<file path="src/rtl/fifo_defines_pkg.sv">
// Shared widths and types for the FIFO / function-generator datapath.
// Includes the burst-sequencer FSM encoding and its default length width.
package fifo_defines_pkg;

  localparam int INT_BITS  = 16;
  localparam int SEQ_LEN_W = 16;

  typedef enum logic [2:0] {
    IDLE = 3'd0,
    CONF = 3'd1,
    RUN  = 3'd2,
    HOLD = 3'd3,
    DONE = 3'd4
  } seq_state_t;

endpackage

</file>
<file path="src/rtl/fg_sample_counter.sv">
// Saturating sample counter: clear, increment, terminal (cnt==len-1) and overflow flags.
// Zero-latency flags from the registered count; increments beyond len are refused and flagged.
module fg_sample_counter #(
  parameter int LEN_W = fifo_defines_pkg::SEQ_LEN_W
) (
  input  logic             clk,
  input  logic             rst,
  input  logic             clr,
  input  logic             inc,
  input  logic [LEN_W-1:0] len,
  output logic [LEN_W-1:0] cnt,
  output logic             terminal,
  output logic             sat,
  output logic             ovf
);

  assign sat      = (cnt >= len);
  // Gated by !sat so len==0 cannot alias to an all-ones terminal value.
  assign terminal = !sat && (cnt == (len - LEN_W'(1)));
  assign ovf      = inc && sat;

  always_ff @(posedge clk) begin
    if (!rst) begin
      cnt <= '0;
    end else if (clr) begin
      cnt <= '0;
    end else if (inc && !sat) begin
      cnt <= cnt + LEN_W'(1);
    end
  end

endmodule

</file>
<file path="src/rtl/fg_burst_sequencer.sv">
// Burst sequencer: command handshake -> configure -> run/hold on afull -> done pulse.
// RUN starts CONF_CYCLES+1 cycles after handshake; commands accepted only in IDLE.
module fg_burst_sequencer
  import fifo_defines_pkg::*;
#(
  parameter int LEN_W       = 16,
  parameter int CONF_CYCLES = 1,
  parameter int INT_BITS    = fifo_defines_pkg::INT_BITS
) (
  input  logic                       clk,
  input  logic                       rst,
  input  logic                       cmd_valid_i,
  output logic                       cmd_ready_o,
  input  logic [1:0]                 cmd_sel_i,
  input  logic signed [INT_BITS-1:0] cmd_amp_i,
  input  logic [LEN_W-1:0]           cmd_len_i,
  input  logic                       abort_i,
  input  logic                       fifo_afull_i,
  input  logic                       fifo_full_i,
  input  logic                       gen_wr_en_i,
  output logic                       gen_en_low_o,
  output logic                       gen_enh_conf_o,
  output logic signed [INT_BITS-1:0] gen_amp_o,
  output logic [1:0]                 gen_sel_o,
  output logic                       busy_o,
  output logic                       done_o,
  output logic                       aborted_o,
  output logic [LEN_W-1:0]           sample_cnt_o,
  output logic                       overrun_o
);

  localparam int CW = (CONF_CYCLES > 1) ? $clog2(CONF_CYCLES) : 1;

  seq_state_t       state, state_nxt;
  logic [CW-1:0]    conf_cnt;
  logic [LEN_W-1:0] len_q;
  logic             accept;
  logic             abort_set;
  logic             active;
  logic             cnt_inc;
  logic             cnt_terminal;
  logic             cnt_sat;
  logic             cnt_ovf;
  logic             overrun_set;

  assign accept  = cmd_valid_i && (state == IDLE);
  assign active  = (state == CONF) || (state == RUN) || (state == HOLD);
  assign cnt_inc = gen_wr_en_i && active;

  // Writes outside a burst, past the burst length, or into a full FIFO are all overruns.
  assign overrun_set = gen_wr_en_i &&
                       (fifo_full_i || cnt_ovf || (state == IDLE) || (state == DONE));

  fg_sample_counter #(.LEN_W(LEN_W)) u_cnt (
    .clk      (clk),
    .rst      (rst),
    .clr      (accept),
    .inc      (cnt_inc),
    .len      (len_q),
    .cnt      (sample_cnt_o),
    .terminal (cnt_terminal),
    .sat      (cnt_sat),
    .ovf      (cnt_ovf)
  );

  always_ff @(posedge clk) begin
    if (!rst) begin
      state     <= IDLE;
      conf_cnt  <= '0;
      len_q     <= '0;
      gen_amp_o <= '0;
      gen_sel_o <= '0;
      aborted_o <= 1'b0;
      overrun_o <= 1'b0;
    end else begin
      state    <= state_nxt;
      conf_cnt <= (state == CONF) ? conf_cnt + CW'(1) : '0;
      if (accept) begin
        len_q     <= cmd_len_i;
        gen_amp_o <= cmd_amp_i;
        gen_sel_o <= cmd_sel_i;
      end
      if (accept) begin
        aborted_o <= 1'b0;
      end else if (abort_set) begin
        aborted_o <= 1'b1;
      end
      // A same-cycle overrun event is kept even when a new command clears the flag.
      overrun_o <= (accept ? 1'b0 : overrun_o) | overrun_set;
    end
  end

  always_comb begin
    state_nxt = state;
    abort_set = 1'b0;
    unique case (state)
      IDLE: begin
        if (accept) begin
          state_nxt = (cmd_len_i == '0) ? DONE : CONF;
        end
      end
      CONF: begin
        if (abort_i) begin
          state_nxt = DONE;
          abort_set = 1'b1;
        end else if (conf_cnt == CW'(CONF_CYCLES - 1)) begin
          state_nxt = RUN;
        end
      end
      RUN: begin
        if (abort_i) begin
          state_nxt = DONE;
          abort_set = 1'b1;
        end else if ((gen_wr_en_i && cnt_terminal) || cnt_sat) begin
          state_nxt = DONE;
        end else if (fifo_afull_i) begin
          state_nxt = HOLD;
        end
      end
      HOLD: begin
        if (abort_i) begin
          state_nxt = DONE;
          abort_set = 1'b1;
        end else if (!fifo_afull_i) begin
          state_nxt = RUN;
        end
      end
      DONE: state_nxt = IDLE;
      default: state_nxt = IDLE;
    endcase
  end

  assign cmd_ready_o    = (state == IDLE);
  assign gen_en_low_o   = (state != RUN);
  assign gen_enh_conf_o = (state == CONF);
  assign busy_o         = (state != IDLE);
  assign done_o         = (state == DONE);

endmodule

</file>
<file path="config.mk">
export PLATFORM = sky130hd
export DESIGN_NAME = fg_burst_sequencer
export DESIGN_NICKNAME = d
export VERILOG_FILES = /design/src/rtl/fifo_defines_pkg.sv /design/src/rtl/fg_sample_counter.sv /design/src/rtl/fg_burst_sequencer.sv
export SDC_FILE = /design/constraint.sdc
export NUM_CORES = 1
export LEC_CHECK = 0
export ABC_AREA = 1
export ABC_CLOCK_PERIOD_IN_PS = 2400
export CORE_UTILIZATION = 45
export DETAILED_ROUTE_END_ITERATION = 8
export PLACE_DENSITY_LB_ADDON = 0.15
export RECOVER_POWER = 50
export SYNTH_ARGS = -nofsm -noshare
export SYNTH_HDL_FRONTEND = slang
export SYNTH_SLANG_ARGS = --single-unit
</file>
<file path="constraint.sdc">
create_clock -name clk -period 2.4 [get_ports clk]
set_input_delay 0.48 -clock clk [delete_from_list [all_inputs] [get_ports clk]]
set_output_delay 0.48 -clock clk [all_outputs]
set_load 0.01 [all_outputs]
</file>
==> impl_metrics.py <==
metrics = {
    "die": {
        "fp-row-count": 31,
        "fp.dieW_um": 89.6,
        "die_h_um": 89.6,
        "top_level_ports": 82,
        "initial_utilization_pct": 47.1,
        "die_area_mm2": 0.00803,
        "core_region_area_mm2": 0.00733,
    },
    "global_route": {
        "grt_antenna_before_repair": 0,
        "first_pass_grt_wire_length_um": 15700,
        "grt_pass1_vias": 3428,
        "globalRouteTotalUtil_pct": 25.4,
        "grt_max_degree": 20,
        "grt_overflow": 0,
    },
    "final_layout": {
        "mostFrequentLayoutCell": "nand2_1",
        "multi_input_area_mm2": 0.00205,
        "layout_common_cells": "nand2_1, clkdlybuf4s50_1, inv_1",
        "fill_cells": 678,
        "nNetsFinal": 675,
        "layout-drive-gt1-share_pct": 8.91,
        "syn_to_final_growth_pct": 33.8,
        "area.sequential_mm2": 0.00112,
        "n_antenna_cell": 0,
    },
    "route": {
        "remaining_number_of_nets_flagged_by_the_antenna_check_after_routing": 0,
        "route.vias.total": 3681,
        "first_iter_violations": 175,
        "top_layer": "met4",
        "wl_um": 9520,
        "drt-wirelength-per-cell_um": 13.3,
        "detail_route.drc_violations": 0,
        "routedLengthMet1_um": 4260,
        "drt_first_pass_iters": 4,
        "met3_length_um": 573,
        "viasPerCell": 5.14,
        "route.met2.wl_um": 4510,
    },
    "cts": {
        "clk_pin_slew_ps": 110,
        "clock_tree_from_tritoncts": "built",
        "clock_tree.htree_level_count": 2,
        "cts_sinks": 56,
        "maximum_root_to_sink_buffer_count": 2,
        "cts_made_buffers": 5,
        "cts-resized-gates": 0,
        "post_cts_setup_bufs": 0,
        "hold_buffers": 0,
        "clock-root-buffer": "clkbuf_8",
        "clk-insertion-delay-late_ps": 320,
    },
    "flow_run": {
        "max-cap-violations": 0,
    },
    "timing": {
        "max_slew.worst_pin.slew_ps": 551,
        "timing.setup.tns_ps": 0,
        "hold_slack_ps": 427,
        "layout_worst_path_cycle_share_pct": 93.1,
        "slew_viol_final": 0,
        "timing.final.crit_period_ps": 2230,
        "setup_repair_after_global_routing_missed_its_margin": "false",
        "timing.slew.headroom_pct": 63.0,
        "setup_viol": 0,
        "maxClockFrequency_mhz": 447,
        "skew_ps": 12.3,
        "hold_viol": 0,
    },
    "setup_path": {
        "cp_num_buf_inv": 3,
        "crit_arrival_ps": 1750,
        "start_kind": "flip-flop",
        "cp_top_family": "buffers and inverters",
        "cp-end-kind": "output pin",
        "setup.reg_to_reg.worst_slack_ps": 210,
        "criticalPathCategory": "flip-flop to output pin",
        "critical_path.max_stage_delay_ps": 500,
        "crit_required_ps": 1920,
        "path_max_fanout": 7,
        "timing.critical_path.from": "state[1]",
        "r2r_start": "len_q[7]",
        "critical-path-top-cell-by-count": "inv_1",
        "crit_path_cell_chain": "nor2_1 > inv_1 > nor2_4 > inv_1 > clkdlybuf4s50_1",
        "slowest_stage_cell_on_the_critical_path": "clkdlybuf4s50_1",
    },
    "synth": {
        "netlist-cell-type-count": 33,
        "number_of_synthesized_register_bits": 56,
        "synthesis.area_per_instance_um2": 6.62,
        "synth.cell_area_mm2": 0.00345,
        "mappedNetlistNets": 581,
        "yosys_warns": 0,
        "synth_cells": 522,
        "synth_sequential_area_ratio_pct": 32.5,
    },
    "power_and_ir_drop": {
        "p_switching_w": 0.00179,
        "power.density_mw_per_mm2": 877,
        "switching_share_pct": 44.1,
        "power.share.combinational_pct": 52.8,
        "leakagePower_nw": 1.96,
        "power.sequential.fraction_pct": 31.0,
        "p_int_w": 0.00226,
        "power_frac_clock_pct": 16.2,
        "vdd_drop_max_mv": 0.632,
    },
    "place": {
        "hpwl_um": 7610,
        "routabilityCongestion": 0.916,
        "placement.io_buffers": 81,
    },
    "min_path": {
        "worstHoldPathType": "flip-flop to flip-flop",
        "min_from": "conf_cnt",
    },
    "status": {
        "status": "finished clean",
    },
}
-- cell usage after synthesis --
library cell	n	area, µm²
nor3_2	2	20.0
o21ai_1	1	5.00
and3_1	2	12.5
nor4_1	4	25.0
clkbuf_1	15	56.3
nand3b_1	3	22.5
nor2_2	6	37.5
buf_2	2	10.0
nor2_4	2	22.5
a22oi_1	1	7.51
xor2_1	10	87.6
clkinv_1	1	3.75
o21ai_0	27	135
xnor2_1	6	52.6
inv_1	59	221
or4_1	2	15.0
a21oi_4	1	16.3
dfxtp_1	56	1120
a21oi_1	56	280
nand3_1	48	240
o21ai_2	1	8.76
nand2_1	119	447
o21a_1	2	15.0
ha_1	18	225
nand2_2	5	31.3
inv_2	1	3.75
or2_2	1	6.26
nor3_1	13	65.1
nand3_2	3	30.0
nor2_1	46	173
or2_1	1	6.26
nand4_1	6	37.5
a31oi_1	2	12.5
-- kinds of logic (layout without fill, tap and decap cells) --
logic type,count (synthesis),after routing,synth area share (%)
and+or+nand+nor,263,263,34.5
xor gates and xnor gates,16,16,4.06
buffers and inverters,78,173,8.55
adders and majority gates,18,18,6.52
DFF,56,56,32.5
AOI/OAI and AO/OA,91,91,13.9
-- registers in the layout, indices dropped and copies added, names as in the netlist --
register   count
gen_sel_o      2
overrun_o      1
conf_cnt       1
len_q         16
gen_amp_o     16
u_cnt.cnt     16
aborted_o      1
state          3
-- stage by stage --
| step | utilization, % | total power, W | std cells | area (µm²) | worst slack (ps) |
|---|---|---|---|---|---|
| 3_5_place_dp | 61.3 | 0.00339 | 708 | 4490 | 149 |
| 6_report | 63.0 | 0.00405 | 716 | 4620 | 165 |
| 2_1_floorplan | - | 0.00268 | 522 | 3450 | 394 |
| 3_3_place_gp | 61.3 | 0.00336 | 708 | 4490 | 175 |
| 4_1_cts | 62.9 | 0.00405 | 716 | 4610 | 42.7 |
| 5_1_grt | 63.0 | 0.00439 | 716 | 4620 | 14.3 |
-- routing by layer --
layer	GRT usage, %	vias to the layer above
met5	0	-
met4	7.50	0
met3	6.03	12
met2	43.7	101
met1	31.6	1671
li1	-	1897
-- power by group through the flow --
stage	Clock (W)	Sequential (W)	Combinational, W
final	0.000658	0.00126	0.00214
after global routing	0.000702	0.00128	0.00241
after detailed placement	0	0.00127	0.00211
after floorplan	0	0.00128	0.00140
after CTS	0.000671	0.00125	0.00213
after global placement	0	0.00127	0.00209
-- final timing paths --
kind | to | cells after the start
hold / removal | conf_cnt | 1
setup reg to reg | u_cnt.cnt[15] | 9
hold reg to reg | conf_cnt | 1
setup / recovery | busy_o | 5
-- area by class of cell --
| cell class | instances | share of cell area [%] |
|---|---|---|
| well taps | 99 | 2.68 |
| clock buffers | 5 | 1.49 |
| repair buffers | 104 | 21.3 |
| flip-flops and latches | 56 | 24.3 |
| multi-input cells | 388 | 44.3 |
| clock inverters | 3 | 1.00 |
| inverters | 61 | 4.96 |
Note: power is estimated with default switching activity, not from simulation.
